`config.mk`:
```
export PLATFORM = sky130hd
export DESIGN_NAME = mbr_buffer
export DESIGN_NICKNAME = d
export VERILOG_FILES = /design/src/rtl/mbr_buffer.sv
export SDC_FILE = /design/constraint.sdc
export NUM_CORES = 1
export LEC_CHECK = 0
export ABC_AREA = 1
export CAP_MARGIN = 20
export CORE_ASPECT_RATIO = 0.6
export CORE_UTILIZATION = 45
export DETAILED_ROUTE_END_ITERATION = 10
export GPL_TIMING_DRIVEN = 0
export PLACE_DENSITY = 0.86
export SLEW_MARGIN = 0
export SYNTH_ARGS = -nofsm -noshare
export SYNTH_HDL_FRONTEND = slang
export SYNTH_SLANG_ARGS = --single-unit
```
`constraint.sdc`:
```
create_clock -name clk -period 4.2 [get_ports clk]
set_input_delay 0.84 -clock clk [delete_from_list [all_inputs] [get_ports clk]]
set_output_delay 0.84 -clock clk [all_outputs]
set_load 0.01 [all_outputs]
```
`src/rtl/mbr_buffer.sv`:
```
// mbr_buffer -- memory buffer register between main memory and the datapath.
//
// Captures memory read data and drives memory write data through a level
// req/ack handshake with a bounded wait. In IDLE it loads the buffer from
// ACC, MR or PC, and copies the buffer out to PC, MAR, IR and BR. While a
// memory transaction is outstanding, busy stalls the controller and the
// control word is ignored.
//
// Control word bits used:
//   1 PC load, 3 ->PC, 4 ->IR, 5 read, 6 ->BR, 8 ->MAR, 11 ACC load,
//   12 store, 15 MR load
//
// Ports:
//   clk, rst                          clock, synchronous active-high reset
//   control_signal[31:0]              microcontrol word
//   data_from_memory, mem_rd_ack      read data and read completion
//   mem_wr_ack                        write completion
//   data_from_pc/mr/acc               datapath load sources
//   mem_rd_req, mem_wr_req            level requests, held until ack/timeout
//   data_to_memory                    write data, stable while mem_wr_req
//   data_to_pc/mar/ir/br              registered buffer transfers
//   busy                              high in any non-IDLE state
//   timeout_err                       sticky, transaction exceeded MAX_WAIT
//   conflict_err                      sticky load conflict flag
//
// Build option: define MBR_LOAD_CONFLICT_EN to build load-conflict
// detection; otherwise conflict_err is tied to 0.
//
// state      | meaning
// -----------+------------------------------------------------------
// ST_IDLE    | accepts commands, loads and transfers
// ST_RD_WAIT | mem_rd_req high, waiting for mem_rd_ack or timeout
// ST_WR_WAIT | mem_wr_req high, waiting for mem_wr_ack or timeout
module mbr_buffer #(
    parameter int DATA_W   = 16,
    parameter int ADDR_W   = 8,
    parameter int OP_W     = 8,
    parameter int MAX_WAIT = 15
) (
    input  logic              clk,
    input  logic              rst,
    input  logic [31:0]       control_signal,
    input  logic [DATA_W-1:0] data_from_memory,
    input  logic              mem_rd_ack,
    input  logic              mem_wr_ack,
    input  logic [ADDR_W-1:0] data_from_pc,
    input  logic [DATA_W-1:0] data_from_mr,
    input  logic [DATA_W-1:0] data_from_acc,
    output logic              mem_rd_req,
    output logic              mem_wr_req,
    output logic [DATA_W-1:0] data_to_memory,
    output logic [ADDR_W-1:0] data_to_pc,
    output logic [ADDR_W-1:0] data_to_mar,
    output logic [OP_W-1:0]   data_to_ir,
    output logic [DATA_W-1:0] data_to_br,
    output logic              busy,
    output logic              timeout_err,
    output logic              conflict_err
);

    localparam int CNT_W = $clog2(MAX_WAIT + 1);

    typedef enum logic [1:0] {
        ST_IDLE    = 2'd0,
        ST_RD_WAIT = 2'd1,
        ST_WR_WAIT = 2'd2
    } state_t;

    state_t            r_state, w_state_nxt;
    logic [DATA_W-1:0] r_buf, w_buf_nxt;
    logic [CNT_W-1:0]  r_cnt, w_cnt_nxt;
    logic              r_rd_req, w_rd_req_nxt;
    logic              r_wr_req, w_wr_req_nxt;
    logic [DATA_W-1:0] r_dmem, w_dmem_nxt;
    logic [ADDR_W-1:0] r_pc, w_pc_nxt;
    logic [ADDR_W-1:0] r_mar, w_mar_nxt;
    logic [OP_W-1:0]   r_ir, w_ir_nxt;
    logic [DATA_W-1:0] r_br, w_br_nxt;
    logic              r_tmo, w_tmo_nxt;
    logic              w_cnt_last;
    logic              w_unused_ctrl;

    // The MAX_WAIT-th edge without ack is the one where the count of
    // previous ack-less edges has reached MAX_WAIT-1.
    assign w_cnt_last = (r_cnt == CNT_W'(MAX_WAIT - 1));

    assign w_unused_ctrl = ^{control_signal[31:16], control_signal[14:13],
                             control_signal[10:9], control_signal[7],
                             control_signal[2], control_signal[0]};

    always_comb begin
        w_state_nxt  = r_state;
        w_buf_nxt    = r_buf;
        w_cnt_nxt    = r_cnt;
        w_rd_req_nxt = r_rd_req;
        w_wr_req_nxt = r_wr_req;
        w_dmem_nxt   = r_dmem;
        w_pc_nxt     = r_pc;
        w_mar_nxt    = r_mar;
        w_ir_nxt     = r_ir;
        w_br_nxt     = r_br;
        w_tmo_nxt    = r_tmo;
        case (r_state)
            ST_IDLE: begin
                // Store and all transfers see the buffer before this edge's load.
                if (control_signal[12]) begin
                    w_dmem_nxt   = r_buf;
                    w_wr_req_nxt = 1'b1;
                    w_cnt_nxt    = '0;
                    w_state_nxt  = ST_WR_WAIT;
                end else if (control_signal[5]) begin
                    w_rd_req_nxt = 1'b1;
                    w_cnt_nxt    = '0;
                    w_state_nxt  = ST_RD_WAIT;
                end
                if (control_signal[11])
                    w_buf_nxt = data_from_acc;
                else if (control_signal[15])
                    w_buf_nxt = data_from_mr;
                else if (control_signal[1])
                    w_buf_nxt[ADDR_W-1:0] = data_from_pc;
                if (control_signal[3]) w_pc_nxt  = r_buf[ADDR_W-1:0];
                if (control_signal[8]) w_mar_nxt = r_buf[ADDR_W-1:0];
                if (control_signal[4]) w_ir_nxt  = r_buf[DATA_W-1 -: OP_W];
                if (control_signal[6]) w_br_nxt  = r_buf;
            end
            ST_RD_WAIT: begin
                if (mem_rd_ack) begin
                    w_buf_nxt    = data_from_memory;
                    w_rd_req_nxt = 1'b0;
                    w_state_nxt  = ST_IDLE;
                end else if (w_cnt_last) begin
                    w_rd_req_nxt = 1'b0;
                    w_tmo_nxt    = 1'b1;
                    w_state_nxt  = ST_IDLE;
                end else begin
                    w_cnt_nxt = r_cnt + CNT_W'(1);
                end
            end
            ST_WR_WAIT: begin
                if (mem_wr_ack) begin
                    w_wr_req_nxt = 1'b0;
                    w_state_nxt  = ST_IDLE;
                end else if (w_cnt_last) begin
                    w_wr_req_nxt = 1'b0;
                    w_tmo_nxt    = 1'b1;
                    w_state_nxt  = ST_IDLE;
                end else begin
                    w_cnt_nxt = r_cnt + CNT_W'(1);
                end
            end
            default: begin
                w_rd_req_nxt = 1'b0;
                w_wr_req_nxt = 1'b0;
                w_state_nxt  = ST_IDLE;
            end
        endcase
    end

    always_ff @(posedge clk) begin
        if (rst) begin
            r_state  <= ST_IDLE;
            r_buf    <= '0;
            r_cnt    <= '0;
            r_rd_req <= 1'b0;
            r_wr_req <= 1'b0;
            r_dmem   <= '0;
            r_pc     <= '0;
            r_mar    <= '0;
            r_ir     <= '0;
            r_br     <= '0;
            r_tmo    <= 1'b0;
        end else begin
            r_state  <= w_state_nxt;
            r_buf    <= w_buf_nxt;
            r_cnt    <= w_cnt_nxt;
            r_rd_req <= w_rd_req_nxt;
            r_wr_req <= w_wr_req_nxt;
            r_dmem   <= w_dmem_nxt;
            r_pc     <= w_pc_nxt;
            r_mar    <= w_mar_nxt;
            r_ir     <= w_ir_nxt;
            r_br     <= w_br_nxt;
            r_tmo    <= w_tmo_nxt;
        end
    end

`ifdef MBR_LOAD_CONFLICT_EN
    logic r_conflict;
    logic w_conflict_hit;

    // Two or more internal loads at once, or read and store together.
    assign w_conflict_hit = (r_state == ST_IDLE) &&
        ((control_signal[11] & control_signal[15]) |
         (control_signal[11] & control_signal[1])  |
         (control_signal[15] & control_signal[1])  |
         (control_signal[5]  & control_signal[12]));

    always_ff @(posedge clk) begin
        if (rst)
            r_conflict <= 1'b0;
        else if (w_conflict_hit)
            r_conflict <= 1'b1;
    end

    assign conflict_err = r_conflict;
`else
    assign conflict_err = 1'b0;
`endif

    assign mem_rd_req     = r_rd_req;
    assign mem_wr_req     = r_wr_req;
    assign data_to_memory = r_dmem;
    assign data_to_pc     = r_pc;
    assign data_to_mar    = r_mar;
    assign data_to_ir     = r_ir;
    assign data_to_br     = r_br;
    assign busy           = (r_state != ST_IDLE);
    assign timeout_err    = r_tmo;

endmodule

```
==> run metrics <==
Clock Root Buffer=clkbuf_16; Crit Reg-Reg Endpoint=data_to_memory[7]; number of routed nets with antenna violations=0; fraction of synthesized cell area taken by the top area cell type=0.464; level count of the clock H-tree=3; number of top-level design ports=153; hold path endpoint=mem_wr_req; Post-Route Skew=around 6.2 ps; synthesized cell area=about 3500 um^2; clock tree from TritonCTS=built; most common library cells after synthesis=nand2_1, dfxtp_1, a21oi_1, o21ai_0, nor2_1; switching power as a share of total power=0.295; global-route wire length before repair=16300 um; worst-case headroom to the max-slew limit=0.653; status=complete, no violations; count of flip-flops with a built-in enable after synthesis=0; drt first-iter violations=356; fraction of registers with async set or reset after synthesis=0; count of non-filler cells in the finished layout=708; largest net degree at the start of global routing=16; Cell Count Post-Placement=692; GRT met1 Usage=0.349; overall die width=approximately 120 um; met2 Usage GRT=0.413; die span in y=70.2 um; leakage power summed over all cells=0.00212 uW; pwr/cell area=411 nW/um^2; final total negative setup slack=0 ps; maximum operating frequency=394 MHz; fraction of layout instances using a drive strength above 1=0.0712; row cnt=24; worst-path fanout max=4; routed via count=3715; first drt pass iteration count=5; type of the worst setup path=flop to output port; clock transition at the registers of the reported paths=60 ps; Layout fillers=616; sinks on the clock net=just over 80; CTS Hold Buffers Added=0; path category of the worst min-delay check=flop to flop; leading cell types by total area after synthesis=dfxtp_1, nand2_1, a21oi_1; relative area change from synthesis to final layout=47.8%; Inserted Clock Buffers=9; final HPWL from detailed placement=8190 um; startpoint class of the critical path=flop; average vias per placed instance=~5.2; switching power=627 uW; final weighted congestion in routability-driven placement=0.988; FF-to-FF Start=r_state[0]; largest voltage drop on the vdd net=288 uV; via count of the first global-routing pass=3370; antenna cell count=0; fraction of met3 tracks used by global routing=0.0703; remaining global-route overflow=0; number of port buffers=126; Layout Utilization=0.699; source-to-sink clock delay at the later pin of the worst-skew pair=between 300 and 400 ps; part of the power in the clock network=0.342; endpoints failing setup=0; number of cells on the worst hold path=2; net count after synthesis=560; CP Capture Type=output port; share of the clock period used by the worst path after layout=0.604; dominant register cell in the synthesized netlist=dfxtp_1; sequential share of power=0.423; leading cell type by number of instances after synthesis=nand2_1; worst reg2reg setup slack=2290 ps; RSZ-0062 raised after global routing=no; number of warnings issued by yosys=0; die area=8130 um^2; Power Internal=approximately 1500 uW; final hold viol count=0; initial antenna violation count=0; PostCTS Resize Cnt=0; Starting Density=0.473; Max Buffers Root-to-Sink=2; share of total power in combinational logic=0.234; core area=7390 um^2; total length of routed wires=10700 um; hold_sp=mem_wr_req; largest area contributor in the synthesized netlist=dfxtp_1; mean area per synthesized cell=about 7.6 um^2; Final min period=2540 ps; flip-flop and latch count after synthesis=81; most congested layer reported by global routing=met2; R2R cell count=8; Max Cap Viol=0; Final Net Count=roughly 700; count of cell types in the netlist=26; total count of max-transition violations in the final report=0; Mapped Cells=around 460; Remaining DRCs=0; post-detailed-route wirelength per cell=15.1 um; final worst hold slack=442 ps; post-synthesis sequential area ratio=0.464; Req. time, crit path=3360 ps; setup bufs post-CTS=0; Crit path arrival time=about 1700 ps; all-layer global routing usage=0.260; Worst-Margin Slew=around 520 ps
[state kept, by name (all words and copies together), names as in the netlist]
| signal | count |
|---|---|
| data_to_br | 16 |
| data_to_memory | 16 |
| r_buf | 16 |
| data_to_ir | 8 |
| data_to_mar | 8 |
| data_to_pc | 8 |
| r_cnt | 4 |
| r_state | 2 |
| mem_rd_req | 1 |
| mem_wr_req | 1 |
| timeout_err | 1 |
[kinds of logic after synthesis]
kind of cell,Yosys count,share of synthesized area
buf+inv,63,0.0824
other cells,1,0.00107
xor+xnor,1,0.00251
simple gates,172,0.210
flops,81,0.464
compound gates,138,0.218
fa+ha+maj,6,0.0215
[layer usage]
layer / routed length, um / vias up
met4: 142 / 0
met3: 913 / 12
met5: 0 / -
li1: - / 1815
met2: 4790 / 198
met1: 4830 / 1690
[power groups by stage]
stage | Clock (uW) | Combinational [uW] | Sequential, uW
2_1_floorplan | 0 | 220 | 925
3_3_place_gp | 0 | 474 | 909
3_5_place_dp | 0 | 491 | 912
4_1_cts | 731 | 493 | 896
5_1_grt | 767 | 541 | 904
6_report | 726 | 497 | 898
[final cells by class]
type                            count  area, um^2  share of cell area
Sequential cell                    81        1620               0.314
Multi-Input combinational cell    318        1580               0.307
Timing Repair Buffer              126        1260               0.244
Clock buffer                        9         225              0.0436
Inverter                           39         149              0.0288
Buffer                             24         139              0.0269
Tap cell                          104         130              0.0252
Clock inverter                      7        52.6              0.0102
[worst max path at each step]
stage	start	endpoint	cells after the start
floorplan	control_signal[15]	r_buf[0]	8
global placement	rst	data_to_br[9]	5
detailed placement	rst	data_to_br[9]	5
CTS	r_state[0]	busy	4
global route	r_state[0]	busy	4
finish	r_state[0]	busy	4
[through the flow]
| stage | setup slack (ps) | instance area (um^2) | total power (uW) |
|---|---|---|---|
| CTS | 1650 | 5160 | 2120 |
| finish | 1660 | 5160 | 2120 |
| global placement | 1970 | 4880 | 1380 |
| floorplan | 2450 | 3490 | 1150 |
| detailed placement | 1840 | 4880 | 1400 |
| global route | 1600 | 5160 | 2210 |
[worst max-delay path: stages (launching register included)]
cell and delay [ps]:
dfxtp_1 390, inv_1 90, ha_1 230, inv_2 120, clkdlybuf4s50_1 550
[layout by cell type, fill, tap and decap left out, types with 7 or more instances in the layout]
master	synthesis	routed
a21oi_1	62	62
buf_2	9	9
clkbuf_1	7	7
clkbuf_16	0	9
clkdlybuf4s50_1	0	126
dfxtp_1	81	81
inv_1	33	33
nand2_1	84	84
nand3_1	21	21
nand3b_1	8	8
nor2_1	51	51
o2111ai_1	7	7
o211ai_1	8	8
o21ai_0	58	58
Note: power is estimated with default switching activity, not from simulation.
==> RTL change 1, RTL diff (same settings) <==
The option `MBR_LOAD_CONFLICT_EN` is turned on by a define.
--- a/src/rtl/mbr_buffer.sv
+++ b/src/rtl/mbr_buffer.sv
@@ -33,2 +33,4 @@
 // ST_WR_WAIT | mem_wr_req high, waiting for mem_wr_ack or timeout
+`define MBR_LOAD_CONFLICT_EN
+
 module mbr_buffer #(
Check against the original RTL: not equivalent (Yosys sat finds a counterexample within 4 cycles, from zero or initial values and one cycle with rst high).
==> RTL change 1 against the unedited design <==
- sequential cell count is 1 higher
- count of clock-buffer cells in the layout up 2
- total power rose by 13%
- final area rose by 2.8%
- core utilization up 1.1 points
- wire length grew 1.9%
- via count is 4.3% higher
- clock power up 17%
- worst hold slack improved by 0.017 ns
- synthesized area is 2.8% higher
- worst setup slack worse by 0.031 ns
- synthesized cell count up 6.5%
- first-iteration DRC count is 9.6% lower
==> RTL change 1: results (changes against the unedited design) <==
Crit Path Max Fanout: 4 (unchanged)
Post-synth ARST share: 0% (unchanged)
Routed wire per std cell: 14.74 um (was 15.08 um)
Port bufs: 126 (unchanged)
DP HPWL: 8247 um (was 8191 um)
Worst Skew: 0.007865 ns (was 0.006221 ns)
Vias per inst: 5.248 (was 5.247)
Final hold vios: 0 (unchanged)
Total Power: 2.390 mW (was 2.121 mW)
Clock latency at the later pin of the worst-skew pair: 0.33 ns (about the same)
Maximum vdd drop: 0.2765 mV (was 0.2878 mV)
Pleak: 2.216 nW (was 2.124 nW)
First-pass detailed-route iteration total: 5 (unchanged)
Run status: complete, no violations (unchanged)
Worst Tran Pin Value: 0.4739 ns (was 0.5206 ns)
Largest stage delay, worst path: 0.55 ns (about the same)
Final nets: 727 (was 697)
Number of global-route vias before repair: 3668 (was 3370)
Max H-tree Level: 3 (unchanged)
First DRT Iteration DRCs: 322 (was 356)
Total track usage: 27.10% (was 26.04%)
First-pass GRT wire length: 17320 um (was 16280 um)
Fillers: 582 (was 616)
Placer Congestion: 0.9389 (was 0.9880)
Setup bufs post-CTS: 0 (unchanged)
Net count of the mapped netlist: 590 (was 560)
Clock Path Buffers: 2 (unchanged)
Post-Place Worst Slack: 1.927 ns (was 1.845 ns)
Root buf cell: clkbuf_16 (unchanged)
# diodes: 0 (unchanged)
Share of layout cells above drive strength 1: 7.729% (was 7.119%)
Ys Warns: 0 (unchanged)
Synth cell count leaders: 93 x nand2_1, 82 x dfxtp_1, 75 x nor2_1 (was 84 x nand2_1, 81 x dfxtp_1, 62 x a21oi_1)
Register area share after synthesis: 45.75% (was 46.43%)
Antenna violations before repair: 0 (unchanged)
Cts repair resizes: 0 (unchanged)
Arrival time worst endpoint: 1.73 ns (was 1.70 ns)
Tightest Hold Check Type: reg2reg (unchanged)
Library cells used by synthesis: 25 (was 26)
Maximum number of pins on one net before global-route repair: 15 (was 16)
Synth area leaders: dfxtp_1 46%, nand2_1 9.7%, a21oi_1 8.5% (was dfxtp_1 46%, nand2_1 9.0%, a21oi_1 8.9%)
CP max-delay cell: clkdlybuf4s50_1 (unchanged)
## RTL change 1: path summary, 6_finish.rpt
path / cells past startpoint / slack, ns / end / from
setup / recovery: 4 / 1.63 / busy / r_state[0]
hold / removal: 2 / 0.46 / mem_rd_req / mem_rd_req
setup reg to reg: 11 / 2.36 / r_cnt[0] / r_state[0]
hold reg to reg: 2 / 0.46 / mem_rd_req / mem_rd_req
## RTL change 1: logic make-up (layout without fill, tap and decap cells)
| group | Yosys count | in the layout | synth area share (%) |
|---|---|---|---|
| buffers and inverters | 68 | 210 | 9.170 |
| and+or+nand+nor | 196 | 196 | 22.49 |
| DFF | 82 | 82 | 45.75 |
| AOI/OAI and AO/OA | 139 | 139 | 20.22 |
| adders and majority gates | 7 | 7 | 2.371 |
## RTL change 1: critical path: cells and delay by family, from the launching register on
| kind | cells | cell delay [ns] |
|---|---|---|
| adder cells (fa/ha/maj) | 1 | 0.26 |
| buffers and inverters | 3 | 0.75 |
| flip-flops | 1 | 0.39 |
## RTL change 1: cell type report
| class | instances | area [sq um] | share of cell area, % |
|---|---|---|---|
| sequential | 82 | 1642 | 30.93 |
| multi-input combinational | 342 | 1618 | 30.48 |
| timing repair buffer | 126 | 1261 | 23.76 |
| clock buffer | 11 | 242.7 | 4.573 |
| buffer | 28 | 168.9 | 3.182 |
| inverter | 40 | 160.2 | 3.017 |
| tap | 104 | 130.1 | 2.452 |
| clock inverter | 5 | 85.08 | 1.603 |
## RTL change 1: power by group
part | internal [mW] | leakage, nW | switching (mW)
Sequential | 0.876 | 0.678 | 0.0655
Combinational | 0.287 | 1.38 | 0.310
Clock | 0.540 | 0.156 | 0.312
Total | 1.70 | 2.22 | 0.687
## RTL change 1: per-stage QoR
stage          area, sq um  cells
6_report              5308    738
5_1_grt               5308    738
4_1_cts               5308    738
3_5_place_dp          4980    722
3_3_place_gp          4980    722
2_1_floorplan         3588    492
## RTL change 1: layer usage
metal / part of all wire, % / global-route usage, % / vias up / wire length [um]
met2: 45 / 43.07 / 211 / 4871
met3: 9.0 / 6.941 / 29 / 978
met1: 44 / 36.39 / 1756 / 4814
met4: 1.9 / 7.736 / 0 / 211
met5: 0 / 0 / - / 0
li1: - / - / 1877 / -
==> RTL change 2, RTL diff (config.mk and constraints unchanged) <==
Without the edit above. Take the reset off `r_ir` and load it in a clocked block of its own.
--- a/src/rtl/mbr_buffer.sv
+++ b/src/rtl/mbr_buffer.sv
@@ -169,3 +169,2 @@
             r_mar    <= '0;
-            r_ir     <= '0;
             r_br     <= '0;
@@ -181,3 +180,2 @@
             r_mar    <= w_mar_nxt;
-            r_ir     <= w_ir_nxt;
             r_br     <= w_br_nxt;
@@ -185,2 +183,6 @@
         end
+    end
+
+    always_ff @(posedge clk) begin
+        r_ir <= w_ir_nxt;
     end
Check against the original RTL: differs if rst is asserted again (counterexample within 4 cycles, from zero or initial values and one cycle with rst high); with rst held inactive, the same outputs for 4 cycles.
==> RTL change 2 against the unedited design <==
- sequential cell count stayed put
- register-to-register slack better by 0.02 ns
- wire length is 0.99% lower
- clock skew is 0.00099 ns higher
- synthesized area is 1.9% higher
- via count is 1.3% lower
- sequential power is 3.7% higher
- worst setup slack worse by 0.076 ns
- total power is 6.4% higher
- synthesized cell count is 4.3% lower
- final area is 1.3% higher
- critical path type unchanged
==> RTL change 2: results (changes against the unedited design) <==
Clk_buf instances: 10 (was 9)
Placer Congestion: 0.8879 (was 0.9880)
Internal reg-to-reg setup slack: 2.31 ns (was 2.29 ns)
Fillers: 597 (was 616)
Library cells used by synthesis: 30 (was 26)
Clock Power Share: 33.2% (was 34.2%)
ClkCell Share: 5.458% (was 5.382%)
Cell Area, Placed: 0.004941 sq mm (was 0.004883 sq mm)
Largest stage delay, worst path: 0.53 ns (was 0.55 ns)
Post-Place Worst Slack: 1.828 ns (was 1.845 ns)
Worst Skew: 0.007216 ns (was 0.006221 ns)
DP HPWL: 8035 um (was 8191 um)
Pleak: 2.134 nW (was 2.124 nW)
Finished Layout Cells: 687 (was 708)
Share of layout cells above drive strength 1: 9.091% (was 7.119%)
Final instance area: 0.005226 sq mm (was 0.005161 sq mm)
P_int: 1.576 mW (was 1.495 mW)
Final nets: 676 (was 697)
Nonclk buf count: 149 (was 150)
Hold Path End: mem_rd_req (was mem_wr_req)
Run status: complete, no violations (unchanged)
Register area share after synthesis: 47.80% (was 46.43%)
Comb_multi_in: 298 (was 318)
Min-delay src: mem_rd_req (was mem_wr_req)
Maximum vdd drop: 0.2979 mV (was 0.2878 mV)
Number of global-route vias before repair: 3444 (was 3370)
Dpl cells: 671 (was 692)
Reg2reg end: data_to_memory[6] (was data_to_memory[7])
Compound-Gate Fraction of Synth Area: 20.88% (was 21.82%)
Arrival time worst endpoint: 1.77 ns (was 1.70 ns)
Synth area leaders: dfxtp_1 41%, nand2_1 9.2%, a21oi_1 7.3% (was dfxtp_1 46%, nand2_1 9.0%, a21oi_1 8.9%)
Data buffer area share: 27.03% (was 27.13%)
First-pass GRT wire length: 16670 um (was 16280 um)
Multi-input combinational area share: 29.42% (was 30.67%)
Xor/xnor cell area share of the yosys netlist: 0% (was 0.2508%)
Number of synthesized flops with an enable pin: 8 (was 0)
Worst hold margin: 0.4624 ns (was 0.4423 ns)
Vias per inst: 5.335 (was 5.247)
First DRT Iteration DRCs: 362 (was 356)
Syn avg cell area: 8.054 sq um (was 7.559 sq um)
Register area: 0.001702 sq mm (was 0.001622 sq mm)
Port bufs: 125 (was 126)
Combinational power share: 25.5% (was 23.4%)
## RTL change 2: cells by family (layout without fill, tap and decap cells)
family / count (synthesis) / after routing
buffers and inverters: 63 / 204
other: 1 / 1
adder cells (fa/ha/maj): 6 / 6
AND/OR/NAND/NOR: 163 / 163
flip-flops: 81 / 81
AO/OA/AOI/OAI: 128 / 128
## RTL change 2: metal layers
layer	wire length [um]	GRT usage [%]
met5	0	0
met4	217	8.439
met3	937	7.284
met2	4873	43.79
met1	4540	33.95
## RTL change 2: worst max-delay path by stage
stage / depth (start not counted) / end / from / slack (ns)
3_5_place_dp: 6 / data_to_memory[6] / control_signal[12] / 1.83
4_1_cts: 5 / busy / r_state[0] / 1.59
2_1_floorplan: 8 / r_buf[4] / control_signal[11] / 2.41
5_1_grt: 5 / busy / r_state[0] / 1.54
3_3_place_gp: 6 / r_state[1] / control_signal[12] / 1.87
6_report: 5 / busy / r_state[0] / 1.59
